### config.mk
export PLATFORM = sky130hd
export DESIGN_NAME = ir_receiver
export DESIGN_NICKNAME = d
export VERILOG_FILES = /design/src/rtl/ir_receiver.sv
export SDC_FILE = /design/constraint.sdc
export NUM_CORES = 1
export LEC_CHECK = 0
export BUFFER_PORTS_ARGS = -buffer_cell sky130_fd_sc_hd__buf_2
export CAP_MARGIN = 20
export CELL_PAD_IN_SITES_DETAIL_PLACEMENT = 1
export CELL_PAD_IN_SITES_GLOBAL_PLACEMENT = 1
export CORE_ASPECT_RATIO = 1.1
export CORE_MARGIN = 5
export CORE_UTILIZATION = 30
export CTS_CLUSTER_SIZE = 16
export DETAILED_ROUTE_END_ITERATION = 7
export PLACE_DENSITY = 0.57
export SYNTH_ARGS = -nofsm -noshare
export SYNTH_HDL_FRONTEND = slang
export SYNTH_SLANG_ARGS = --single-unit
### constraint.sdc
create_clock -name clk -period 2.1 [get_ports clk]
set_input_delay 0.21 -clock clk [delete_from_list [all_inputs] [get_ports clk]]
set_output_delay 0.21 -clock clk [all_outputs]
set_load 0.05 [all_outputs]
### src/rtl/ir_receiver.sv
// NEC-style IR frame decoder: synchronizes the sensor, measures mark/space lengths
// in half-unit ticks and raises irIrq with the decoded command. Optional: IR_REPEAT_EN.
module ir_receiver #(
  parameter int CLKS_PER_UNIT = 28125,
  parameter bit INVERT_IN     = 1'b1
) (
  input  logic       clk,
  input  logic       rst,
  input  logic       irIn,
  input  logic       irResponse,
  output logic       irIrq,
  output logic [3:0] irData,
  output logic [7:0] irCommand,
  output logic [7:0] irAddr,
  output logic       frameError
);

  localparam int HALF = CLKS_PER_UNIT / 2;
  localparam int PW   = (HALF > 1) ? $clog2(HALF) : 1;

  localparam logic [2:0] S_IDLE      = 3'd0;
  localparam logic [2:0] S_LDR_MARK  = 3'd1;
  localparam logic [2:0] S_LDR_SPACE = 3'd2;
  localparam logic [2:0] S_BIT_MARK  = 3'd3;
  localparam logic [2:0] S_BIT_SPACE = 3'd4;
  localparam logic [2:0] S_STOP_MARK = 3'd5;

  logic          s1_q, s2_q, mark_q;
  logic          mark_w, edge_w, wrap_w;
  logic [PW-1:0] pre_q;
  logic [5:0]    hu_q;
  logic [2:0]    state_q, state_d;
  logic [5:0]    idx_q, idx_d;
  logic [31:0]   sr_q, sr_d;
  logic          err_w, acc_w, rep_w, rep_ok_w;
  logic          irq_q, ferr_q;
  logic [7:0]    cmd_q, addr_q;

  function automatic logic in_rng(input logic [5:0] v, input logic [5:0] lo,
                                  input logic [5:0] hi);
    return (v >= lo) && (v <= hi);
  endfunction

  // Synchronizer idles at the space level so reset never fakes a mark edge.
  always_ff @(posedge clk) begin
    if (rst) begin
      s1_q   <= INVERT_IN;
      s2_q   <= INVERT_IN;
      mark_q <= 1'b0;
    end else begin
      s1_q   <= irIn;
      s2_q   <= s1_q;
      mark_q <= mark_w;
    end
  end

  assign mark_w = INVERT_IN ? ~s2_q : s2_q;
  assign edge_w = mark_w ^ mark_q;
  assign wrap_w = (pre_q == PW'(HALF - 1));

  always_ff @(posedge clk) begin
    if (rst || edge_w) begin
      pre_q <= '0;
      hu_q  <= '0;
    end else if (wrap_w) begin
      pre_q <= '0;
      if (hu_q != 6'd63) hu_q <= hu_q + 6'd1;
    end else begin
      pre_q <= pre_q + PW'(1);
    end
  end

  // Every edge seen outside IDLE ends the phase the current state is timing.
  always_comb begin
    state_d = state_q;
    idx_d   = idx_q;
    sr_d    = sr_q;
    err_w   = 1'b0;
    acc_w   = 1'b0;
    rep_w   = 1'b0;
    if (edge_w) begin
      case (state_q)
        S_IDLE:      if (mark_w) state_d = S_LDR_MARK;
        S_LDR_MARK:  if (in_rng(hu_q, 6'd28, 6'd36)) state_d = S_LDR_SPACE;
                     else err_w = 1'b1;
        S_LDR_SPACE: begin
          if (in_rng(hu_q, 6'd14, 6'd18)) begin
            state_d = S_BIT_MARK;
            idx_d   = '0;
            sr_d    = '0;
          end else if (in_rng(hu_q, 6'd6, 6'd10)) begin
            state_d = S_STOP_MARK;
          end else begin
            err_w = 1'b1;
          end
        end
        S_BIT_MARK: begin
          if (!in_rng(hu_q, 6'd1, 6'd3)) begin
            err_w = 1'b1;
          end else if (idx_q == 6'd32) begin
            state_d = S_IDLE;
            if (sr_q[15:8] == ~sr_q[7:0] && sr_q[31:24] == ~sr_q[23:16]) acc_w = 1'b1;
            else err_w = 1'b1;
          end else begin
            state_d = S_BIT_SPACE;
          end
        end
        S_BIT_SPACE: begin
          if (in_rng(hu_q, 6'd1, 6'd3) || in_rng(hu_q, 6'd5, 6'd8)) begin
            sr_d    = {in_rng(hu_q, 6'd5, 6'd8), sr_q[31:1]};
            idx_d   = idx_q + 6'd1;
            state_d = S_BIT_MARK;
          end else begin
            err_w = 1'b1;
          end
        end
        S_STOP_MARK: begin
          if (in_rng(hu_q, 6'd1, 6'd3)) begin
            rep_w   = 1'b1;
            state_d = S_IDLE;
          end else begin
            err_w = 1'b1;
          end
        end
        default: state_d = S_IDLE;
      endcase
    end else if (state_q != S_IDLE && hu_q >= 6'd40) begin
      err_w = 1'b1;
    end
    if (err_w) state_d = S_IDLE;
  end

`ifdef IR_REPEAT_EN
  logic have_q;
  always_ff @(posedge clk) begin
    if (rst)        have_q <= 1'b0;
    else if (acc_w) have_q <= 1'b1;
  end
  assign rep_ok_w = have_q;
`else
  assign rep_ok_w = 1'b0;
`endif

  always_ff @(posedge clk) begin
    if (rst) begin
      state_q <= S_IDLE;
      idx_q   <= '0;
      sr_q    <= '0;
      irq_q   <= 1'b0;
      ferr_q  <= 1'b0;
      cmd_q   <= '0;
      addr_q  <= '0;
    end else begin
      state_q <= state_d;
      idx_q   <= idx_d;
      sr_q    <= sr_d;
      ferr_q  <= err_w;
      // A fresh accept beats a same-cycle acknowledge.
      if (acc_w) begin
        addr_q <= sr_q[7:0];
        cmd_q  <= sr_q[23:16];
        irq_q  <= 1'b1;
      end else if (rep_w && rep_ok_w) begin
        irq_q  <= 1'b1;
      end else if (irResponse) begin
        irq_q  <= 1'b0;
      end
    end
  end

  assign irIrq      = irq_q;
  assign irData     = cmd_q[3:0];
  assign irCommand  = cmd_q;
  assign irAddr     = addr_q;
  assign frameError = ferr_q;

endmodule
# After elaboration in Yosys (flattened, before gate mapping)
# Cells that the tools add are included.
dict set report word_totals {
  reg_bits 82
  output_inout_bits 22
  word_cells 98
  latchBits 0
  ram_bits 0
  romBits 0
  in_bits 4
  n_memories 0
}
dict set report op_classes {
  magnitude_cmp 11
  multipliers 0
  eq_ne 17
  n_bitwise 4
  n_shift 0
  muxes 33
  n_div 0
  n_reduce_logical 18
  n_addsub 3
}
# operator n
set ops {}
lappend ops {{32-bit 2-to-1 mux} 2}
lappend ops {{32-bit case mux with 2 select lines} 1}
lappend ops {{3-bit 2-to-1 mux} 8}
lappend ops {{3-bit case mux with 6 select lines} 1}
lappend ops {{1-bit 2-to-1 mux} 17}
lappend ops {{8-bit == test} 2}
lappend ops {{8-bit inverter} 2}
lappend ops {{14-bit by 1-bit adder with 14-bit output, second input constant} 1}
lappend ops {{14-bit == test, second input constant} 1}
lappend ops {{6-bit by 1-bit adder with 6-bit output, second input constant} 2}
lappend ops {{6-bit by 3-bit greater-or-equal comparator with 1-bit output, second input constant} 2}
lappend ops {{6-bit by 4-bit <= comparator with 1-bit output, second input constant} 2}
lappend ops {{6-bit 2-to-1 mux} 2}
lappend ops {{2-bit inequality test, second input constant} 6}
lappend ops {{6-bit case mux with 2 select lines} 1}
lappend ops {{1-bit logical AND} 7}
lappend ops {{7-bit AND reduction} 1}
lappend ops {{3-bit by 2-bit == test with 1-bit output, second input constant} 2}
lappend ops {{3-bit == test, second input constant} 2}
lappend ops {{6-bit == test, second input constant} 1}
lappend ops {{6-bit by 1-bit greater-or-equal comparator with 1-bit output, second input constant} 1}
lappend ops {{6-bit by 4-bit greater-or-equal comparator with 1-bit output, second input constant} 1}
lappend ops {{6-bit by 5-bit greater-or-equal comparator with 1-bit output, second input constant} 1}
lappend ops {{6-bit greater-or-equal comparator, second input constant} 1}
lappend ops {{16 further kinds} 19}

# Logic depth before layout (Yosys ltp)
# Gate-level depths: netlist of run 1.
dict set report logic_depth {
  word_depth 9
  ltp_mapped 10
  depth_no_buf 8
}

# Least setup slack after synthesis of run 1
# Ideal clock, no wire load.
dict set report synth_path {
  kind {register -> register}
  from {reg hu_q[4]}
  to {reg sr_q[16]}
  required_time_ns 1.983
  path_slack_ns 0.143
  stages_incl_launch_ff 10
  arrival_time_ns 1.841
  path_buffers 3
  setup_ns 0.117
  period_less_slack_ns 1.957
  cell_sequence {dfxtp_1 -> buf_6 -> or4b_1 -> o32a_2 -> nor2_4 -> a21oi_2 -> o21a_1 -> buf_6 -> buf_8 -> a22o_1}
}
dict set report synth_via {
  elab_chain_len 5
  elab_cells_between_ends 13
  classes_between {order compare (6); eq/ne (2); reduce/logical (5)}
}
# item line_no
set synth_rtl {}
lappend synth_rtl {{start: declaration} 31} ;# logic [5:0] hu_q;
lappend synth_rtl {{start signal: assignment} 67} ;# if (hu_q != 6'd63) hu_q <= hu_q + 6'd1;
lappend synth_rtl {{6-bit by 1-bit greater-or-equal comparator with 1-bit output, or another cell as far along} 41} ;# return (v >= lo) && (v <= hi);
lappend synth_rtl {{1-bit logical AND} 41}
lappend synth_rtl {{1-bit logical OR} 109} ;# if (in_rng(hu_q, 6'd1, 6'd3) || in_rng(hu_q, 6'd5, 6'd8)) begin
lappend synth_rtl {{2-bit inequality test (no line)} n/a}
lappend synth_rtl {{4-bit AND reduction (no line) (*)} n/a}
lappend synth_rtl {{end signal: assignment} 156} ;# sr_q <= sr_d;
lappend synth_rtl {{end: declaration} 34} ;# logic [31:0] sr_q, sr_d;
# Mark *: on every way between the ends. The rest lies on a longest branch, timed or not.
# A chain may end at the register's enable or synchronous reset.

# Worst setup path after layout of run 1
dict set report layout_path {
  from {reg hu_q[2]}
  to {reg sr_q[30]}
}
# The elaborated chain is that of the path after synthesis.

==> results of run 1 <==
==> synth_stat cells (3+ instances only) <==
master	number	area (µm²)
a31oi_1	4	25.0
buf_4	4	30.0
dfxtp_1	82	1640
buf_2	8	40.0
nand3_1	14	70.1
a22o_1	32	280
nand2b_1	10	62.6
buf_8	3	45.0
nor4_1	4	25.0
nor2b_1	3	18.8
and3_1	6	37.5
nor2_1	46	173
mux2i_1	16	160
o21ai_0	6	30.0
nand2_1	13	48.8
a21oi_1	13	65.1
xnor2_1	20	175
nor3_1	3	15.0
or3_1	4	25.0
clkbuf_1	7	26.3
xor2_1	14	123
buf_6	3	33.8
inv_1	6	22.5
ha_1	8	100
or2_2	3	18.8
nand4_1	6	37.5
==> repair_timing <==
item                       CTS  global route
resized for setup            4            19
gates cloned                 0             1
pin swaps                    2             4
setup endpoints to repair   34            52
buffers inserted             1             3
==> through the flow <==
stage	instance area [µm²]	total power (W)	TNS, ps	worst slack, ps	hold WS, ps
after global routing	4380	0.00336	-113	-17.7	49.2
after global placement	3970	0.00172	0	3.71	397
after detailed placement	3970	0.00173	-1610	-56.6	397
after CTS	4280	0.00328	0	0.191	28.3
final	4380	0.00323	0	69.9	43.1
after floorplan	3630	0.00170	0	143	314
==> cell families after synthesis <==
| logic type | Yosys count | synth area share, % |
|---|---|---|
| xor gates and xnor gates | 34 | 8.20 |
| AOI/OAI and AO/OA | 71 | 14.8 |
| adders and majority gates | 8 | 2.75 |
| and+or+nand+nor | 129 | 18.9 |
| buffers and inverters | 31 | 5.44 |
| muxes | 17 | 4.72 |
| DFF | 82 | 45.2 |
==> state kept, by name, summed over array words and instances (netlist names) <==
name and flops:
frameError 1, hu_q 6, idx_q 6, irAddr 8
irCommand 8, irIrq 1, mark_q 1, pre_q 14
s1_q 1, s2_q 1, sr_q 32, state_q 3
==> metal layers <==
metal	wire, µm	vias up
met5	0	-
met1	3940	1356
met2	4070	28
li1	-	1381
met4	180	0
met3	218	12
==> worst max-delay path: stages (launching register included) <==
cell	delay (ps)
dfxtp_1	310
buf_4	170
nor4_2	310
and3_4	240
a21o_2	150
nand2_2	100
nor3_4	210
buf_4	170
buf_8	160
a22o_1	150
==> final cells by class <==
type	instances	area, µm²	share of cell area, %
multi-input combinational	259	1850	42.3
timing repair buffer	51	370	8.45
clock buffer	10	239	5.45
clock inverter	6	50.0	1.14
sequential	82	1660	37.8
inverter	6	22.5	0.514
tap	154	193	4.40
==> worst max-delay path by stage <==
stage | startpoint | endpoint | slack (ps) | cells past startpoint
after floorplan | hu_q[4] | sr_q[16] | 140 | 9
final | hu_q[2] | sr_q[30] | 70 | 9
after global placement | hu_q[0] | state_q[0] | 4 | 8
after detailed placement | hu_q[1] | sr_q[16] | -60 | 9
after CTS | idx_q[2] | irAddr[1] | 0.2 | 7
after global routing | hu_q[2] | sr_q[14] | -20 | 9
==> power groups by stage <==
stage	clock network, W	logic (W)	registers (W)
floorplan	0	0.0000871	0.00161
global placement	0	0.000114	0.00161
detailed placement	0	0.000115	0.00161
CTS	0.00158	0.000117	0.00158
global route	0.00165	0.000139	0.00158
finish	0.00153	0.000124	0.00157
==> cell usage in the layout (no fill, tap or decap), types with 3 or more instances in the layout <==
| cell type | n |
|---|---|
| a21oi_1 | 12 |
| a22o_1 | 32 |
| a31oi_1 | 4 |
| and3_1 | 5 |
| buf_2 | 25 |
| buf_4 | 22 |
| clkbuf_16 | 10 |
| dfxtp_1 | 73 |
| dfxtp_2 | 8 |
| ha_1 | 8 |
| inv_1 | 6 |
| mux2i_1 | 16 |
| nand2_1 | 12 |
| nand2b_1 | 10 |
| nand3_1 | 14 |
| nand4_1 | 6 |
| nor2_1 | 46 |
| nor2b_1 | 3 |
| nor4_1 | 3 |
| o21ai_0 | 6 |
| or2_2 | 3 |
| or3_1 | 4 |
| xnor2_1 | 20 |
| xor2_1 | 14 |
==> reports/qor.txt, run 1 <==
share of post-route cells with drive strength above 1: 23.4%
Max FO, Critical Path: 16
Pleak: 1.78 nW
CP Launch Type: register
register bit total from synthesis: 82
reg2reg setup slack: 70 ps
final hold vios: 0
Net Switching: 0.000767 W
area grow syn2layout: 20.6%
CTS Buffer Depth: 2
Slew Limit Headroom: 57.8%
CTS tree: yes
Sequential Power Share: 48.8%
hold_buf cts: 0
worst min path class: primary input to register
worst flop-to-flop path startpoint: hu_q[2]
status: finished clean
port bufs: 25
Reg clk slew, reported paths: 70 ps
Cell Pwr Density: 737 nW/µm²
min Tclk post-route: 2030 ps
Switching Fraction: 23.8%
initial antenna violation count: 0
busiest grt layer: met2
Distinct cells, synth: 54
Final Setup Violations: 0
met1 global-route usage: 15.0%
Placeable Area: 11900 µm²
DRC violations left: 0
Syn Area/Cell: 9.77 µm²
Clock power frac: 47.4%
Main synth FF type: dfxtp_1
Synth Warn #: 0
Die W: 115 µm
drt initial violations: 109
Mapped Cells: 372
gpl congestion: 0.769
Worst-Skew Late Latency: 350 ps
DP Cell Count: 548
vias in the first global route: 2845
Pint: 0.00246 W
total global routing overflow: 0
mean number of vias per cell: 4.89
I/O Pins: 26
post-DR wirelength/cell: 14.8 µm
Clock Skews: 6.68 ps
DIE HEIGHT: 125 µm
R2R Path End: sr_q[30]
pin count of the biggest net entering global routing: 32
combinational fraction of design power: 3.8%
Max H-tree Level: 3
ANT cells: 0
clock sinks: 82
max cap viols: 0
max-slew violation count: 0
cell area after synthesis: 3630 µm²
TritonCTS buffer count: 9
first-pass iteration count of the detailed router: 4
register area share after synthesis: 45.2%
maximum clock rate: 493 MHz
antenna violation net count after detailed routing: 0
starting density of the core: 30.5%
grt met3 use: 2.80%
HP Start: irIn
syn_nets: 384
Die ar.: 14400 µm²
post-layout util: 36.7%
Synth async-reset ratio: 0%
Total GRT Usage: 12.0%
first-pass GRT wire length: 13.8 mm
R2R cell count: 9
Least-Margin Pin Slew: 631 ps
WHS Endpoint: s1_q
Vias: 2777
Max VDD drop: 0.378 mV
post-DP HPWL: 5.78 mm
CP Capture Type: register
Layout Nets: 421
Worst EP arrival: 2320 ps
Site Rows: 42
final worst path period share: 96.7%
clk root buf: clkbuf_16
depth of the worst hold-timing path: 2
GR Layer Usage met2: 19.0%
EDFF count, synth: 0
final WL: 8.41 mm
Critical Path RT: 2390 ps
Non-Filler Instances: 568
Crit Path Category: register to register
Fillers: 1365
No activity file was read; power rests on OpenSTA's default activity.
==> run 2: changes to the inputs <==
--- a/config.mk
+++ b/config.mk
@@ -5,6 +5,7 @@
 export SDC_FILE = /design/constraint.sdc
 export NUM_CORES = 1
 export LEC_CHECK = 0
+export ABC_AREA = 1
 export BUFFER_PORTS_ARGS = -buffer_cell sky130_fd_sc_hd__buf_2
 export CAP_MARGIN = 20
 export CELL_PAD_IN_SITES_DETAIL_PLACEMENT = 1
@@ -14,7 +15,7 @@
 export CORE_UTILIZATION = 30
 export CTS_CLUSTER_SIZE = 16
 export DETAILED_ROUTE_END_ITERATION = 7
-export PLACE_DENSITY = 0.57
+export PLACE_DENSITY = 0.59
 export SYNTH_ARGS = -nofsm -noshare
 export SYNTH_HDL_FRONTEND = slang
 export SYNTH_SLANG_ARGS = --single-unit
==> run 2 against run 1 <==
Effect of this change: sequential cell count unchanged; clock skew about the same; cell count increased by 44%; critical path type unchanged; critical endpoint is now sr_q[21].
==> reports/qor.txt, run 2 <==
status: finished clean
Mapped Cells: 593 (+59%)
CP Launch Type: register
Switching Fraction: 23.4% (-0.40 points)
port bufs: 25 (unchanged)
share of post-route cells with drive strength above 1: 19.8% (-3.6 points)
number of flip-flops in the largest register: 32 (unchanged)
CP Capture Type: register
Max FO, Critical Path: 8 (-8)
HP Start: irIn
CTS tree: yes
top cell type's share of synthesized area: 38.7% (-6.5 points)
register bit total from synthesis: 82 (unchanged)
Max VDD drop: 0.308 mV (-18%)
area grow syn2layout: 17.7%
max-slew violation count: 0 (unchanged)
crit path cell chain: buf_6 > ha_2 > nand2_1 > nand4_1 > buf_4 > nand2_2 > nor2_4 > nor2_8 > nand2_4 > inv_8 > clkbuf_16 > nand2_2 > a21oi_2
Pint: 0.00245 W (-0.50%)
top flop regs: sr_q x32, pre_q x14
area leader, netlist: dfxtp_1
final hold vios: 0 (unchanged)
Fillers: 1739 (+27%)
Worst EP arrival: 2260 ps (-60 ps)
commonest cells after routing, fill and taps aside: nand2_1 (149), inv_1 (81), dfxtp_1 (80)
EDFF count, synth: 0 (unchanged)
Crit Path Category: register to register
Critical Path RT: 2380 ps (about the same)
gpl congestion: 0.825 (+7.3%)
CP max stage cell: dfxtp_2
total global routing overflow: 0 (unchanged)
Clock power frac: 46.1% (-1.3 points)
Finished Cell Area: 4990 µm² (+14%)
Max H-tree Level: 3 (unchanged)
Worst path max stage delay: 340 ps (+30 ps)
Distinct cells, synth: 41 (-24%)
Most Frequent Cell on Critical Path: nand2_2
R2R cell count: 13 (+4)
Sequential Power Share: 49.3% (+0.5 points)
Die ar.: 16600 µm² (+15%)
Total GRT Usage: 13.6% (+1.6 points)
starting density of the core: 30.6% (+0.17 points)
Reg clk slew, reported paths: 60 ps (about the same)
setup_tns: 0 ps (unchanged)
top cells by area, synth: dfxtp_1 (39%), nand2_1 (13%), inv_1 (7.3%), a21oi_2 (5.8%), nor2_1 (4.6%)
I/O Pins: 26 (unchanged)
Worst-Skew Late Latency: 350 ps (about the same)
depth of the worst hold-timing path: 2 (unchanged)
Most flops, register: sr_q
cell area after synthesis: 4240 µm² (+17%)
first-pass iteration count of the detailed router: 4 (unchanged)
Main synth FF type: dfxtp_1
DRC violations left: 0 (unchanged)
drt initial violations: 155 (+42%)
vias in the first global route: 3813 (+34%)
maximum clock rate: 505 MHz (+2.5%)
antenna violation net count after detailed routing: 0 (unchanged)
syn_nets: 605 (+58%)
Die W: 123 µm (+7.4%)
Final Setup Violations: 0 (unchanged)
Placeable Area: 13900 µm² (+16%)
Pleak: 1.78 nW (-0.37%)
Synth async-reset ratio: 0% (unchanged)
post-DP HPWL: 7.35 mm (+27%)
Synth Warn #: 0 (unchanged)
first-pass GRT wire length: 18.1 mm (+31%)
final WL: 10.8 mm (+28%)
Vias: 3772 (+36%)
crit path from: hu_q[0]
Clock Skews: 6.54 ps (-0.146 ps)
Site Rows: 45 (+7.1%)
post-DR wirelength/cell: 13.2 µm (-11%)
worst min path class: primary input to register
commonest non-fill, non-tap cell in the layout: nand2_1
clock sinks: 82 (unchanged)
Layout Nets: 638 (+52%)
final worst path period share: 94.3% (-2.4 points)
Least-Margin Pin Slew: 619 ps (-12.3 ps)
clk root buf: clkbuf_16
CTS Buffer Depth: 2 (unchanged)
worst flop-to-flop path startpoint: hu_q[0]
register area share after synthesis: 38.7% (-6.5 points)
top-count cell post-synth: nand2_1
max cap viols: 0 (unchanged)
area post-placement: 4570 µm² (+15%)
Syn Area/Cell: 7.15 µm² (-27%)
Net Switching: 0.000746 W (-2.7%)
TritonCTS buffer count: 9 (unchanged)
pin count of the biggest net entering global routing: 41 (+28%)
Cell Pwr Density: 640 nW/µm² (-13%)
ANT cells: 0 (unchanged)
combinational fraction of design power: 4.6% (+0.8 points)
min Tclk post-route: 1980 ps (-49.9 ps)
Commonest cells post-synth: nand2_1 (151), dfxtp_1 (82), inv_1 (82)
initial antenna violation count: 0 (unchanged)
Slew Limit Headroom: 58.8% (+0.96 points)
mean number of vias per cell: 4.61 (-5.8%)
DIE HEIGHT: 135 µm (+7.4%)
run 2: cell types whose count changed in the layout (fill, tap and decap cells not counted), moves of 15 or more:
| cell | change |
|---|---|
| xnor2_1 | -17 |
| mux2i_1 | -16 |
| a21oi_2 | +27 |
| inv_1 | +75 |
| o21ai_0 | +15 |
| nand2_1 | +137 |
| a22o_1 | -32 |
| a21oi_1 | +25 |
run 2: area by class of cell:
class                      count  area (µm²)  share of cell area [%]
inverter                      86         330                    6.61
clock buffer                  14         254                    5.09
tap                          188         235                    4.71
multi-input combinational    404        2170                    43.4
sequential                    82        1640                    32.9
clock inverter                 2        12.5                   0.251
timing repair buffer          43         349                    6.99
run 2: layer usage:
metal / GRT usage [%] / share of wire (%) / up-vias
li1: - / - / 1947
met5: 0 / 0 / -
met2: 23.2 / 50 / 17
met4: 4.98 / 1.9 / 0
met1: 16.4 / 46 / 1794
met3: 3.60 / 2.0 / 14
run 2: kinds of logic (layout without fill, tap and decap cells):
kind of cell | after synthesis | count (layout) | synth area share [%]
flip-flops | 82 | 82 | 38.7
adder cells (fa/ha/maj) | 8 | 8 | 2.36
XOR/XNOR | 8 | 8 | 1.83
buffers and inverters | 108 | 145 | 11.3
AND/OR/NAND/NOR | 281 | 282 | 30.2
AO/OA/AOI/OAI | 106 | 106 | 15.6
run 2: what timing repair did:
item	in CTS	in global routing
setup buffers	0	3
gates resized for setup	0	16
hold buffers	0	0
setup endpoints to repair	0	57
run 2: critical path: cells and delay by family (launching register included):
kind,cells,cell delay [ps]
and+or+nand+nor,7,690
buffers and inverters,4,560
adders and majority gates,1,190
AOI/OAI and AO/OA,1,130
DFF,1,340
run 2: final timing paths:
path | slack [ps] | endpoint
worst max-delay path | 120 | sr_q[21]
worst min-delay path | 40 | s1_q
worst max register to register | 120 | sr_q[21]
worst min register to register | 410 | s2_q
run 2: metrics by stage:
step / utilization (%) / hold WS (ps) / std cells / total power [W] / setup WS [ps]
5_1_grt: 36.1 / 39.7 / 819 / 0.00334 / -36.2
4_1_cts: 34.9 / 27.7 / 813 / 0.00323 / 64.6
3_3_place_gp: 33.0 / 391 / 797 / 0.00173 / 101
3_5_place_dp: 33.0 / 397 / 797 / 0.00174 / 88.7
2_1_floorplan: - / 314 / 593 / 0.00170 / 305
6_report: 36.1 / 40.1 / 819 / 0.00319 / 120
run 2: power groups by stage:
stage | Combinational [W] | Sequential, W | Clock [W]
finish | 0.000147 | 0.00158 | 0.00147
detailed placement | 0.000127 | 0.00161 | 0
global placement | 0.000125 | 0.00161 | 0
global route | 0.000164 | 0.00158 | 0.00160
CTS | 0.000128 | 0.00158 | 0.00153
floorplan | 0.0000942 | 0.00161 | 0
